$ cat src/rtl/cpu_sequencer_if.sv
// cpu_sequencer_if: decoder strobes in, datapath enables out, for the 6502
// cycle sequencer. The sequencer itself uses the master modport, and the
// datapath side uses the slave modport.
// When SEQ_RDY_EN is defined, the memory-ready input rdy is added.
interface cpu_sequencer_if #(
    parameter int ADR_W = 5
);
    logic [ADR_W-1:0] adr_mode;
    logic             from_mem;
    logic             to_mem;
    logic             branch_cond;
    logic             page_cross;
`ifdef SEQ_RDY_EN
    logic             rdy;
`endif
    logic             sync;
    logic             ir_load;
    logic             pc_inc;
    logic [1:0]       adr_src;
    logic             adl_load;
    logic             adh_load;
    logic             idx_add;
    logic             adh_fix;
    logic             mem_rd;
    logic             mem_we;
    logic             alu_exec;
    logic             pc_rel;
    logic             halted;
    logic [2:0]       tstate;

    modport master (
`ifdef SEQ_RDY_EN
        input  rdy,
`endif
        input  adr_mode, from_mem, to_mem, branch_cond, page_cross,
        output sync, ir_load, pc_inc, adr_src, adl_load, adh_load, idx_add,
        output adh_fix, mem_rd, mem_we, alu_exec, pc_rel, halted, tstate
    );

    modport slave (
`ifdef SEQ_RDY_EN
        output rdy,
`endif
        output adr_mode, from_mem, to_mem, branch_cond, page_cross,
        input  sync, ir_load, pc_inc, adr_src, adl_load, adh_load, idx_add,
        input  adh_fix, mem_rd, mem_we, alu_exec, pc_rel, halted, tstate
    );
endinterface

$ cat src/rtl/cpu_sequencer.sv
// cpu_sequencer: T-state sequencer for the 6502 core.
// State-only enables are registered. The DECODE-cycle strobes depend on the
// addressing mode that has just been loaded into IR, so they are combinational.
// For indexed absolute modes, the index add overlaps the ADH fetch in ABSL.
// page_cross is then resolved at the end of ABSL: a crossing costs one FIX cycle.
// A zero-page store skips the dummy ZP cycle and goes straight to WR1.
// Optional feature macro SEQ_RDY_EN: adds rdy. Read cycles with rdy=0 stall
// and gate the load/increment strobes.
module cpu_sequencer #(
    parameter int ADR_W = 5
) (
    input  logic          clk,
    input  logic          rst_n,
    cpu_sequencer_if.master bus
);
    localparam logic [ADR_W-1:0] ADR_IMPL      = ADR_W'(0);
    localparam logic [ADR_W-1:0] ADR_ACCUM     = ADR_W'(1);
    localparam logic [ADR_W-1:0] ADR_IMM       = ADR_W'(2);
    localparam logic [ADR_W-1:0] ADR_ZPG       = ADR_W'(3);
    localparam logic [ADR_W-1:0] ADR_ZPG_RMW   = ADR_W'(4);
    localparam logic [ADR_W-1:0] ADR_ZPG_X_Y   = ADR_W'(5);
    localparam logic [ADR_W-1:0] ADR_ZPG_X_RMW = ADR_W'(6);
    localparam logic [ADR_W-1:0] ADR_ABS       = ADR_W'(7);
    localparam logic [ADR_W-1:0] ADR_ABS_RMW   = ADR_W'(8);
    localparam logic [ADR_W-1:0] ADR_ABS_X_Y   = ADR_W'(9);
    localparam logic [ADR_W-1:0] ADR_ABS_X_RMW = ADR_W'(10);
    localparam logic [ADR_W-1:0] ADR_REL       = ADR_W'(11);

    typedef enum logic [3:0] {
        S_FETCH, S_DECODE, S_ZP, S_ABSL, S_IDX, S_FIX, S_READ,
        S_MOD, S_WR1, S_WR2, S_BR_TAKE, S_BR_FIX, S_HALT
    } state_t;

    state_t     state, state_nx;
    logic [2:0] tstate, tstate_nx;
    logic       zp, zp_nx, rmw, rmw_nx, idx, idx_nx;
    logic       store, stall;
    logic       dec_pc_inc, dec_adl_load, dec_alu_exec;
    logic       sync_r, ir_load_r, pc_inc_r, adh_load_r, idx_add_r, adh_fix_r;
    logic       mem_rd_r, mem_we_r, alu_exec_r, pc_rel_r, halted_r;
    logic [1:0] adr_src_r;
    logic       sync_nx, ir_load_nx, pc_inc_nx, adh_load_nx, idx_add_nx, adh_fix_nx;
    logic       mem_rd_nx, mem_we_nx, alu_exec_nx, pc_rel_nx, halted_nx;
    logic [1:0] adr_src_nx, ea_nx;

`ifdef SEQ_RDY_EN
    assign stall = mem_rd_r & ~bus.rdy;
`else
    assign stall = 1'b0;
`endif

    // Pure stores write without a prior read; RMW instructions set both strobes
    assign store = bus.to_mem & ~bus.from_mem;

    // Next-state, tstate, mode flags, and DECODE-cycle strobes
    always_comb begin
        state_nx     = state;
        zp_nx        = zp;
        rmw_nx       = rmw;
        idx_nx       = idx;
        dec_pc_inc   = 1'b0;
        dec_adl_load = 1'b0;
        dec_alu_exec = 1'b0;
        case (state)
            S_FETCH:  state_nx = S_DECODE;
            S_DECODE: begin
                zp_nx  = 1'b0;
                rmw_nx = 1'b0;
                idx_nx = 1'b0;
                case (bus.adr_mode)
                    ADR_IMPL, ADR_ACCUM: begin
                        dec_alu_exec = 1'b1;
                        state_nx     = S_FETCH;
                    end
                    ADR_IMM: begin
                        dec_pc_inc   = 1'b1;
                        dec_alu_exec = 1'b1;
                        state_nx     = S_FETCH;
                    end
                    ADR_ZPG, ADR_ZPG_RMW: begin
                        dec_adl_load = 1'b1;
                        dec_pc_inc   = 1'b1;
                        zp_nx        = 1'b1;
                        rmw_nx       = (bus.adr_mode == ADR_ZPG_RMW);
                        state_nx     = store ? S_WR1 : S_ZP;
                    end
                    ADR_ZPG_X_Y, ADR_ZPG_X_RMW: begin
                        dec_adl_load = 1'b1;
                        dec_pc_inc   = 1'b1;
                        zp_nx        = 1'b1;
                        rmw_nx       = (bus.adr_mode == ADR_ZPG_X_RMW);
                        state_nx     = S_IDX;
                    end
                    ADR_ABS, ADR_ABS_RMW, ADR_ABS_X_Y, ADR_ABS_X_RMW: begin
                        dec_adl_load = 1'b1;
                        dec_pc_inc   = 1'b1;
                        rmw_nx       = (bus.adr_mode == ADR_ABS_RMW) ||
                                       (bus.adr_mode == ADR_ABS_X_RMW);
                        idx_nx       = (bus.adr_mode == ADR_ABS_X_Y) ||
                                       (bus.adr_mode == ADR_ABS_X_RMW);
                        state_nx     = S_ABSL;
                    end
                    ADR_REL: begin
                        dec_pc_inc = 1'b1;
                        state_nx   = bus.branch_cond ? S_BR_TAKE : S_FETCH;
                    end
                    default:  state_nx = S_HALT;
                endcase
            end
            S_ABSL: begin
                if (idx)
                    state_nx = (bus.page_cross || bus.to_mem || rmw) ? S_FIX : S_READ;
                else
                    state_nx = store ? S_WR1 : S_READ;
            end
            S_IDX, S_FIX:    state_nx = store ? S_WR1 : S_READ;
            S_ZP, S_READ:    state_nx = rmw ? S_MOD : S_FETCH;
            S_MOD:           state_nx = S_WR2;
            S_WR1, S_WR2:    state_nx = S_FETCH;
            S_BR_TAKE:       state_nx = bus.page_cross ? S_BR_FIX : S_FETCH;
            S_BR_FIX:        state_nx = S_FETCH;
            S_HALT:          state_nx = S_HALT;
            default:         state_nx = S_FETCH;
        endcase
        if (stall) begin
            state_nx = state;
            zp_nx    = zp;
            rmw_nx   = rmw;
            idx_nx   = idx;
        end
        if (state_nx == S_FETCH)
            tstate_nx = 3'd0;
        else if (state_nx != state)
            tstate_nx = tstate + 3'd1;
        else
            tstate_nx = tstate;
    end

    // Moore enables of the state being entered, registered at the next edge
    always_comb begin
        ea_nx       = zp_nx ? 2'd1 : 2'd2;
        sync_nx     = 1'b0;
        ir_load_nx  = 1'b0;
        pc_inc_nx   = 1'b0;
        adr_src_nx  = 2'd0;
        adh_load_nx = 1'b0;
        idx_add_nx  = 1'b0;
        adh_fix_nx  = 1'b0;
        mem_rd_nx   = 1'b0;
        mem_we_nx   = 1'b0;
        alu_exec_nx = 1'b0;
        pc_rel_nx   = 1'b0;
        halted_nx   = 1'b0;
        case (state_nx)
            S_FETCH:   begin sync_nx = 1'b1; ir_load_nx = 1'b1; pc_inc_nx = 1'b1; mem_rd_nx = 1'b1; end
            S_DECODE:  mem_rd_nx = 1'b1;
            S_ZP:      begin mem_rd_nx = 1'b1; adr_src_nx = 2'd1; alu_exec_nx = ~rmw_nx; end
            S_ABSL:    begin adh_load_nx = 1'b1; pc_inc_nx = 1'b1; mem_rd_nx = 1'b1; idx_add_nx = idx_nx; end
            S_IDX:     begin idx_add_nx = 1'b1; adr_src_nx = 2'd1; mem_rd_nx = 1'b1; end
            S_FIX:     begin adh_fix_nx = 1'b1; adr_src_nx = 2'd2; mem_rd_nx = 1'b1; end
            S_READ:    begin mem_rd_nx = 1'b1; adr_src_nx = ea_nx; alu_exec_nx = ~rmw_nx; end
            S_MOD:     begin mem_we_nx = 1'b1; adr_src_nx = ea_nx; end
            S_WR1:     begin mem_we_nx = 1'b1; adr_src_nx = ea_nx; end
            S_WR2:     begin mem_we_nx = 1'b1; adr_src_nx = ea_nx; alu_exec_nx = 1'b1; end
            S_BR_TAKE: begin pc_rel_nx = 1'b1; mem_rd_nx = 1'b1; end
            S_BR_FIX:  begin adh_fix_nx = 1'b1; mem_rd_nx = 1'b1; end
            S_HALT:    halted_nx = 1'b1;
            default:   ;
        endcase
    end

    // Sequencer FSM: state, T-state counter, mode flags and registered enables
    always_ff @(posedge clk) begin
        if (!rst_n) begin
            state      <= S_FETCH;
            tstate     <= 3'd0;
            zp         <= 1'b0;
            rmw        <= 1'b0;
            idx        <= 1'b0;
            sync_r     <= 1'b1;
            ir_load_r  <= 1'b1;
            pc_inc_r   <= 1'b1;
            adr_src_r  <= 2'd0;
            adh_load_r <= 1'b0;
            idx_add_r  <= 1'b0;
            adh_fix_r  <= 1'b0;
            mem_rd_r   <= 1'b1;
            mem_we_r   <= 1'b0;
            alu_exec_r <= 1'b0;
            pc_rel_r   <= 1'b0;
            halted_r   <= 1'b0;
        end else begin
            state      <= state_nx;
            tstate     <= tstate_nx;
            zp         <= zp_nx;
            rmw        <= rmw_nx;
            idx        <= idx_nx;
            sync_r     <= sync_nx;
            ir_load_r  <= ir_load_nx;
            pc_inc_r   <= pc_inc_nx;
            adr_src_r  <= adr_src_nx;
            adh_load_r <= adh_load_nx;
            idx_add_r  <= idx_add_nx;
            adh_fix_r  <= adh_fix_nx;
            mem_rd_r   <= mem_rd_nx;
            mem_we_r   <= mem_we_nx;
            alu_exec_r <= alu_exec_nx;
            pc_rel_r   <= pc_rel_nx;
            halted_r   <= halted_nx;
        end
    end

    assign bus.sync     = sync_r;
    assign bus.ir_load  = ir_load_r & ~stall;
    assign bus.pc_inc   = (pc_inc_r | dec_pc_inc) & ~stall;
    assign bus.adr_src  = adr_src_r;
    assign bus.adl_load = dec_adl_load & ~stall;
    assign bus.adh_load = adh_load_r & ~stall;
    assign bus.idx_add  = idx_add_r;
    assign bus.adh_fix  = adh_fix_r;
    assign bus.mem_rd   = mem_rd_r;
    assign bus.mem_we   = mem_we_r;
    assign bus.alu_exec = (alu_exec_r | dec_alu_exec) & ~stall;
    assign bus.pc_rel   = pc_rel_r;
    assign bus.halted   = halted_r;
    assign bus.tstate   = tstate;
endmodule

$ cat src/flat_wrapper.sv
// flat-port wrapper written by rule: the top's interface ports become plain ports
module cpu_sequencer_flat 
#(
    parameter int ADR_W = 5
)
  (clk, rst_n, bus_adr_mode, bus_from_mem, bus_to_mem, bus_branch_cond, bus_page_cross, bus_sync, bus_ir_load, bus_pc_inc, bus_adr_src, bus_adl_load, bus_adh_load, bus_idx_add, bus_adh_fix, bus_mem_rd, bus_mem_we, bus_alu_exec, bus_pc_rel, bus_halted, bus_tstate);
  cpu_sequencer_if #(.ADR_W(ADR_W)) bus_i ();
  input  logic clk;
  input  logic rst_n;
  input wire logic [$bits(bus_i.adr_mode)-1:0] bus_adr_mode;
  input wire logic [$bits(bus_i.from_mem)-1:0] bus_from_mem;
  input wire logic [$bits(bus_i.to_mem)-1:0] bus_to_mem;
  input wire logic [$bits(bus_i.branch_cond)-1:0] bus_branch_cond;
  input wire logic [$bits(bus_i.page_cross)-1:0] bus_page_cross;
  output wire logic [$bits(bus_i.sync)-1:0] bus_sync;
  output wire logic [$bits(bus_i.ir_load)-1:0] bus_ir_load;
  output wire logic [$bits(bus_i.pc_inc)-1:0] bus_pc_inc;
  output wire logic [$bits(bus_i.adr_src)-1:0] bus_adr_src;
  output wire logic [$bits(bus_i.adl_load)-1:0] bus_adl_load;
  output wire logic [$bits(bus_i.adh_load)-1:0] bus_adh_load;
  output wire logic [$bits(bus_i.idx_add)-1:0] bus_idx_add;
  output wire logic [$bits(bus_i.adh_fix)-1:0] bus_adh_fix;
  output wire logic [$bits(bus_i.mem_rd)-1:0] bus_mem_rd;
  output wire logic [$bits(bus_i.mem_we)-1:0] bus_mem_we;
  output wire logic [$bits(bus_i.alu_exec)-1:0] bus_alu_exec;
  output wire logic [$bits(bus_i.pc_rel)-1:0] bus_pc_rel;
  output wire logic [$bits(bus_i.halted)-1:0] bus_halted;
  output wire logic [$bits(bus_i.tstate)-1:0] bus_tstate;
  assign bus_i.adr_mode = bus_adr_mode;
  assign bus_i.from_mem = bus_from_mem;
  assign bus_i.to_mem = bus_to_mem;
  assign bus_i.branch_cond = bus_branch_cond;
  assign bus_i.page_cross = bus_page_cross;
  assign bus_sync = bus_i.sync;
  assign bus_ir_load = bus_i.ir_load;
  assign bus_pc_inc = bus_i.pc_inc;
  assign bus_adr_src = bus_i.adr_src;
  assign bus_adl_load = bus_i.adl_load;
  assign bus_adh_load = bus_i.adh_load;
  assign bus_idx_add = bus_i.idx_add;
  assign bus_adh_fix = bus_i.adh_fix;
  assign bus_mem_rd = bus_i.mem_rd;
  assign bus_mem_we = bus_i.mem_we;
  assign bus_alu_exec = bus_i.alu_exec;
  assign bus_pc_rel = bus_i.pc_rel;
  assign bus_halted = bus_i.halted;
  assign bus_tstate = bus_i.tstate;
  cpu_sequencer #(.ADR_W(ADR_W)) u_core (.clk(clk), .rst_n(rst_n), .bus(bus_i));
endmodule
$ cat config.mk
export PLATFORM = sky130hd
export DESIGN_NAME = cpu_sequencer_flat
export DESIGN_NICKNAME = d
export VERILOG_FILES = /design/src/rtl/cpu_sequencer_if.sv /design/src/rtl/cpu_sequencer.sv /design/src/flat_wrapper.sv
export SDC_FILE = /design/constraint.sdc
export NUM_CORES = 1
export LEC_CHECK = 0
export ABC_AREA = 1
export BUFFER_PORTS_ARGS = -buffer_cell sky130_fd_sc_hd__buf_2
export CAP_MARGIN = 10
export CORE_UTILIZATION = 24
export DETAILED_ROUTE_END_ITERATION = 6
export GPL_ROUTABILITY_DRIVEN = 1
export PLACE_DENSITY = 0.39
export SYNTH_ARGS = -nofsm -noshare
export SYNTH_HDL_FRONTEND = slang
export SYNTH_SLANG_ARGS = --single-unit
$ cat constraint.sdc
create_clock -name clk -period 1.9 [get_ports clk]
set_input_delay 0.095 -clock clk [delete_from_list [all_inputs] [get_ports clk]]
set_output_delay 0.095 -clock clk [all_outputs]
set_load 0.02 [all_outputs]
Yosys cells after proc, flatten, opt, wreduce, memory -nomap -nowiden
Cells that the tools add are included.

word-level totals
  register bits after elaboration = 22
  latch bits = 0
  memory bits (writable) = 0
  bits in read-only memories = 0
  bits of input ports = 11
  output and inout bits = 17
  word-level logic and storage cells = 113
  memories = 0

cells by class
  $add $sub $neg = 1
  $mul = 0
  div/mod/pow operators = 0
  magnitude comparators = 0
  eq/ne operators = 33
  shift operators = 0
  multiplexer cells = 33
  bitwise gates (word level) = 6
  reduce and logical (&&, ||, !) cells = 24

operator list
  kind                                                              number
  4-bit by 3-bit == test with 1-bit output (second input constant)  8
  4-bit case mux with 8 select lines                                1
  4-bit == test (second input constant)                             7
  5-bit by 3-bit == test with 1-bit output (second input constant)  4
  5-bit by 4-bit == test with 1-bit output (second input constant)  4
  4-bit 2-to-1 mux                                                  5
  4-bit case mux with 5 select lines                                1
  1-bit 2-to-1 mux                                                  19
  2-bit OR reduction                                                9
  4-bit by 2-bit == test with 1-bit output (second input constant)  4
  4-bit OR reduction                                                3
  5-bit by 2-bit == test with 1-bit output (second input constant)  2
  10-bit OR reduction                                               1
  9-bit OR reduction                                                1
  4-bit by 1-bit == test with 1-bit output (second input constant)  2
  4-bit zero test                                                   2
  8-bit OR reduction                                                1
  2-bit case mux with 3 select lines                                1
  3-bit OR reduction                                                2
  5-bit by 1-bit == test with 1-bit output (second input constant)  1
  5-bit zero test                                                   1
  1-bit logical OR                                                  4
  2-bit 2-to-1 mux                                                  2
  4-bit inequality test                                             1
  7 further kinds                                                   11

Logic depth before layout (Yosys ltp)
Gate-level depths: netlist (run 1).

  word-level depth = 8
  gate-level depth with buffers = 13
  gate-level depth less buffers = 13

Worst setup path after synthesis (run 1)
No wires, ideal clock.

  kind = register to register
  start point = register u_core.state[1]
  end point = register u_core.tstate[2], in the netlist u_core.bus.tstate[2]
  library setup time = 119 ps
  data arrival time = 1,301 ps
  setup slack = 479 ps
  cell stages (with the launch flop) = 12
  path through = dfxtp_1 -> buf_6 -> nor2_1 -> inv_1 -> nor3_4 -> nor2_1 -> nand3_1 -> nor2_4 -> nor2b_4 -> nand2_2 -> nand2_4 -> nor3_2

between the ends
  word-level cells in the longest chain between the ends = 5
  elaborated cells on any way between the ends = 16
  classes of those cells = eq/ne: 10; mux: 1; reduce/logical: 5

RTL lines
  item                                                                                                         RTL line              RTL
  from (decl)                                                                                                  cpu_sequencer.sv:34   state_t state, state_nx;
  from (signal assigned)                                                                                       cpu_sequencer.sv:193  state <= state_nx;
  4-bit by 2-bit == test with 1-bit output / 4-bit by 3-bit == test with 1-bit output (equally long branches)  cpu_sequencer.sv:64   case (state)
  2-bit OR reduction                                                                                           cpu_sequencer.sv:64
  4-bit case mux with 8 select lines                                                                           cpu_sequencer.sv:64
  4-bit zero test                                                                                              cpu_sequencer.sv:131  if (state_nx == S_FETCH)
  2-bit OR reduction (no line)                                                                                 n/a
  to (signal assigned)                                                                                         cpu_sequencer.sv:194  tstate <= tstate_nx;
  to (decl)                                                                                                    cpu_sequencer.sv:35   logic [2:0] tstate, tstate_nx;

Several ways; a longest one is shown, not always the timed one.
A chain may end at the register's enable or synchronous reset.

Worst setup path in the final report (run 1)
  start point = register u_core.state[2]
  end point = output port bus_pc_inc

between the ends
  word-level cells in the longest chain between the ends = 3

RTL lines
  item                                      RTL line              RTL
  4-bit by 1-bit == test with 1-bit output  cpu_sequencer.sv:64
  1-bit 2-to-1 mux                          cpu_sequencer.sv:64
  1-bit bitwise OR                          cpu_sequencer.sv:215  assign bus.pc_inc = (pc_inc_r | dec_pc_inc) & ~stall;
  to (decl)                                 flat_wrapper.sv:17    output wire logic [$bits(bus_i.pc_inc)-1:0] bus_pc_inc;

Every way passes these cells.

==> results.cfg, run 1 <==
[run_status]
outcome = completed

[clock_network]
htree_levels = 1
hold_buffer_count_at_cts = 0
clk_pin_slew_ps = 80
cts-buffers-inserted = 3
cts.sinks = 22
clock_tree_buf_depth = 2
cts_tree = built
clk_latency_ps = 260
cts_root_buffer = clkbuf_8

[route]
drt-wirelength-per-cell_um = 11.4
totalWireLength_um = 3200
vias = 1190
drt_iter0_drc = 33
vias_per_cell = 4.25
drc = 0
antenna_left = 0
first_pass_iteration_count_of_the_detailed_router = 4

[critical_path]
destination_of_the_worst_register_to_register_timing_path = u_core.bus.tstate[2]
critical_path.top_delay_family = buffers and inverters
critical_path.startpoint_type = flip-flop
worst-endpoint-arrival_ps = 1630
worst-r2r-cell-count = 12
critical_path.cell_chain = inv_2 -> nand2_4 -> nor3_4 -> buf_12 -> inv_1 -> a31o_2 -> nand2_1 -> buf_2
cp.required_ps = 1800
setup_slack_of_the_most_critical_reg_to_reg_path_ps = 170
crit_end_category = output port
crit_path_top_delay_cell = dfxtp_1
critical_path.max_fanout = 8
cp_num_buf_inv = 4
timing.critical_path.slowest_cell_delay_ps = 340
worstSetupPathType = reg -> out
regToRegStartpoint = u_core.state[2]

[timing]
timing_max_transition_violations_final = 0
relSlewSlack = 0.680
fin_crit_sh = 0.911
final_period_minus_worst_setup_slack_ps = 1730
unrepaired_setup_endpoints_after_global_routing = false
setup_viol = 0
finalHoldViolations = 0
setup_total_negative_slack_ps = 0
skew_ps = 2.92
tightest_slew_ps = 480
fmax_mhz = 578

[floorplanning]
placement_rows = 25
die_w_um = 73.8
chipHeight_um = 73.8
die_area_mm2 = 0.00544
initial_utilization = 0.255
io_pins = 28
core-area_mm2 = 0.00485

[power]
power.leakage_nw = 0.791
post-layout-total-power_mw = 2.00
vdd_drop_max_mv = 0.432
power_per_cell_area_mw_per_mm2 = 1290

[placement]
gp_routability_congestion = 0.793
post_dp_cell_area_mm2 = 0.00146
io_buffers = 27
place.detailed.hpwl_um = 2590

[layout]
insertedDiodeCount = 0
mostFrequentLayoutCell = nand2_1
largest_register_ff_count = 4
layout.filler_cells = 544
areaGrowthSynthToFinish_pct = 25.0
regMostFlops = u_core.state
num-nets-final = 226
summed_area_of_non_filler_cells_in_the_final_layout_mm2 = 0.00155
seqCellArea_um2 = 440
multi_input_gate_area_um2 = 669
mostFrequentLayoutCells = nand2_1, buf_2, nor2_1, inv_1, dfxtp_1
drive_gt1_frac = 0.300

[global_routing]
groute.layer.met1.usage = 0.186
maximum_number_of_pins_on_one_net_before_global_route_repair = 14
grt-busiest-layer = met2
grt_use_total = 0.133
grt_antenna_before_repair = 0
wire_length_of_the_first_global_routing_pass_um = 5440
global_route.usage.met2 = 0.206
grt_pass1_vias = 1154
gr-usage-met3 = 0.0398
global_route.overflow_total = 0

[min_path]
hp-start = rst_n
worstHoldPathType = in -> reg
whs_endpoint = u_core.pc_inc_r
hold_path_depth = 2

[synthesis]
dominantRegCellSynth = dfxtp_1
synth_nets = 191
synth_edf_count = 0
synth_cell_type_count = 29
syn-instance-count = 179
yosys_warnings = 0
share_of_the_yosys_chip_area_belonging_to_registers = 0.356
synthDominantCellAreaShare = 0.356
synth-seq-cells = 22
synthesis.area_mm2 = 0.00124
avgSynthCellArea_um2 = 6.91
yosysTopAreaCell = dfxtp_1
async_reset_ff_frac = 0
synthTopCellsByArea = dfxtp_1, nand2_1, nor2_1

[flow_run]
cap_violations = 0
## where the power goes
| group | internal [mW] | switching, mW | total [mW] |
|---|---|---|---|
| logic | 0.372 | 0.648 | 1.02 |
| registers | 0.573 | 0.0672 | 0.640 |
| clock network | 0.185 | 0.154 | 0.339 |
## worst max-delay path by stage
stage / startpoint / slack [ps] / cells after the start / to
2_1_floorplan: u_core.state[1] / 480 / 11 / u_core.bus.tstate[2]
3_3_place_gp: u_core.state[2] / 180 / 8 / u_core.bus.mem_rd
3_5_place_dp: u_core.state[2] / 210 / 10 / u_core.alu_exec_r
4_1_cts: u_core.state[2] / 50 / 7 / bus_pc_inc
5_1_grt: u_core.state[2] / 50 / 8 / bus_pc_inc
6_report: u_core.state[2] / 170 / 8 / bus_pc_inc
## synthesized netlist by cell type, drive strengths merged, types with 2 or more instances
cell type,count
buf,2
nand3,15
o21ai,6
nand2,48
dfxtp,22
a21oi,12
nor3,6
inv,27
nor2,29
nand4,4
## layer usage
layer | vias to the layer above | part of all wire
li1 | 632 | -
met5 | - | 0
met3 | 2 | 0.051
met2 | 23 | 0.44
met1 | 533 | 0.51
met4 | 0 | 0.0025
## area by class of cell
cell class,instances,share of cell area
multi-input combinational,127,0.433
sequential,22,0.285
timing repair buffer,33,0.125
inverter,27,0.0672
tap,67,0.0543
clock buffer,4,0.0356
## repair_timing
item | CTS | global route
gates resized for setup | 0 | 0
hold endpoints to repair | 0 | 0
setup endpoints to repair | 0 | 3
buffers inserted | 0 | 2
## per-stage QoR
step	util	worst slack, ps	instances	hold slack, ps
after detailed placement	0.302	207	274	367
after floorplan	-	479	179	179
after CTS	0.313	45.4	278	85.9
after global placement	0.302	176	274	369
after global routing	0.319	48.8	280	91.6
final	0.319	170	280	88.7
## kinds of logic (layout without fill, tap and decap cells)
group                    count (synthesis)  after routing  synth area share
buffers and inverters                   30             64             0.102
adder cells (fa/ha/maj)                  1              1            0.0101
flip-flops                              22             22             0.356
AND/OR/NAND/NOR                        105            105             0.425
AO/OA/AOI/OAI                           21             21             0.106
(Power assumes the default switching activity.)
==> run 2, diff against run 1 <==
--- a/config.mk
+++ b/config.mk
@@ -11,7 +11,9 @@
 export CORE_UTILIZATION = 24
 export DETAILED_ROUTE_END_ITERATION = 6
 export GPL_ROUTABILITY_DRIVEN = 1
+export GPL_TIMING_DRIVEN = 0
 export PLACE_DENSITY = 0.39
+export RECOVER_POWER = 25
 export SYNTH_ARGS = -nofsm -noshare
 export SYNTH_HDL_FRONTEND = slang
 export SYNTH_SLANG_ARGS = --single-unit
==> run 2 against run 1 <==
Effect of this change:
- total power rose by 4.9%
- global-route usage fell by 0.62 points
- sequential share of layout area barely moved
- final cell count did not move
- first-iteration DRC count rose by 9.1%
- clock power rose by 30%
- clock skew rose by 3.8 ps
- highest routed layer unchanged
- sequential cell count did not move
- final area barely moved
- critical path depth rose by 1
==> results.cfg, run 2 (same netlist as run 1, synthesis figures left out) <==
[route]
drc = 0
drt_iter0_drc = 36
vias_per_cell = 4.20
drt-wirelength-per-cell_um = 11.2
totalWireLength_um = 3140
antenna_left = 0
first_pass_iteration_count_of_the_detailed_router = 4
vias = 1176

[power]
power_per_cell_area_mw_per_mm2 = 1360
vdd_drop_max_mv = 0.555
post-layout-total-power_mw = 2.10
power.leakage_nw = 0.759

[layout]
finalCoreUtilization = 0.318
mostFrequentLayoutCell = nand2_1
drive_gt1_frac = 0.258
layout.filler_cells = 555
mostFrequentLayoutCells = nand2_1, nor2_1, inv_1, dfxtp_1, buf_2
insertedDiodeCount = 0
layout.cells.non_filler = 280
summed_area_of_non_filler_cells_in_the_final_layout_mm2 = 0.00154
areaGrowthSynthToFinish_pct = 24.9
num-nets-final = 226
regMostFlops = u_core.state
largest_register_ff_count = 4
multi_input_gate_area_um2 = 669
seqCellArea_um2 = 440

[min_path]
worstHoldPathType = in -> reg
hp-start = rst_n

[timing]
skew_ps = 6.76
timing_max_transition_violations_final = 0
setup_ws_ps = 129
finalHoldViolations = 0
fin_crit_sh = 0.932
unrepaired_setup_endpoints_after_global_routing = true
final_period_minus_worst_setup_slack_ps = 1770
fmax_mhz = 565
setup_viol = 0
tightest_slew_ps = 516
relSlewSlack = 0.656

[critical_path]
critical_path.startpoint_type = flip-flop
cp.required_ps = 1800
critical_path.top_delay_family = simple AND/OR/NAND/NOR gates
cp_num_buf_inv = 4
worstSetupPathType = reg -> out
critical_path.cell_chain = inv_2 -> nand2_4 -> nor3_4 -> buf_4 -> nand2_1 -> inv_1 -> nor2_1 -> nand2_1 -> buf_4
critical_path.startpoint = u_core.state[2]
timing.critical_path.slowest_cell_delay_ps = 340
crit_end_category = output port
critical_path.max_fanout = 5
worst-endpoint-arrival_ps = 1680
crit_path_top_delay_cell = dfxtp_1
regToRegStartpoint = u_core.state[2]

[placement]
post_dp_cell_area_mm2 = 0.00146
place.detailed.hpwl_um = 2520
gp_routability_congestion = 0.763
io_buffers = 27
placed_cells = 273
pre_cts_ws_ps = 215

[global_routing]
grt_pass1_vias = 1125
wire_length_of_the_first_global_routing_pass_um = 5130
grt_use_total = 0.127
global_route.overflow_total = 0
maximum_number_of_pins_on_one_net_before_global_route_repair = 14
grt_antenna_before_repair = 0

[floorplanning]
core-area_mm2 = 0.00485
chipHeight_um = 73.8
initial_utilization = 0.255
io_pins = 28
die_w_um = 73.8
die_area_mm2 = 0.00544
placement_rows = 25

[clock_network]
clk_pin_slew_ps = 90
hold_buffer_count_at_cts = 0
cts-buffers-inserted = 3
cts_root_buffer = clkbuf_8
cts_tree = built
clk_latency_ps = 270
htree_levels = 1
clock_tree_buf_depth = 2
cts.sinks = 22

[run_status]
outcome = completed

[flow_run]
cap_violations = 0
## run 2: cell count changes in the layout (fill, tap and decap cells not counted)
cell / before / now
clkbuf_1: 0 / 10
inv_2: 3 / 4
buf_4: 5 / 4
buf_6: 0 / 2
inv_1: 23 / 22
buf_2: 27 / 17
buf_12: 1 / 0
clkbuf_8: 4 / 3
bufinv_16: 0 / 1
## run 2: final timing paths
path,slack [ps],to,cells after the start
setup / recovery,130,bus_pc_inc,9
hold / removal,90,u_core.pc_inc_r,2
setup reg to reg,140,u_core.bus.tstate[2],11
hold reg to reg,490,u_core.bus.tstate[1],2
## run 2: layout make-up
class / count / area share
sequential: 22 / 0.285
multi-input combinational: 127 / 0.434
clock inverter: 1 / 0.0194
buffer: 3 / 0.0146
tap: 67 / 0.0543
inverter: 27 / 0.0673
timing repair buffer: 30 / 0.0989
clock buffer: 3 / 0.0267
## run 2: timing repair
item                       in CTS  in global routing
buffers inserted                0                  3
gates resized for setup         0                  3
setup endpoints to repair       0                  5
## run 2: routing by layer
| metal | routed length (um) | global-route usage | part of all wire | vias up |
|---|---|---|---|---|
| li1 | - | - | - | 636 |
| met1 | 1680 | 0.184 | 0.53 | 518 |
| met2 | 1330 | 0.192 | 0.42 | 17 |
| met3 | 96 | 0.0165 | 0.031 | 5 |
| met4 | 42 | 0.0449 | 0.013 | 0 |
| met5 | 0 | 0 | 0 | - |
## run 2: per-stage QoR
step                      hold slack, ps  TNS [ps]
after CTS                           99.2         0
after global placement               386         0
after detailed placement             381         0
after global routing                 103     -1.12
after floorplan                      179         0
final                               88.8         0
## run 2: report_power, final
| group | leakage, nW | internal, mW | switching [mW] |
|---|---|---|---|
| Sequential | 0.180 | 0.573 | 0.0578 |
| Combinational | 0.544 | 0.370 | 0.654 |
| Clock | 0.0357 | 0.282 | 0.161 |
## run 2: worst register-to-register path, delay by kind of cell (launching register included)
kind                   cells  cell delay (ps)
AND/OR/NAND/NOR            8              910
flip-flops                 1              340
AO/OA/AOI/OAI              1              150
buffers and inverters      2              290
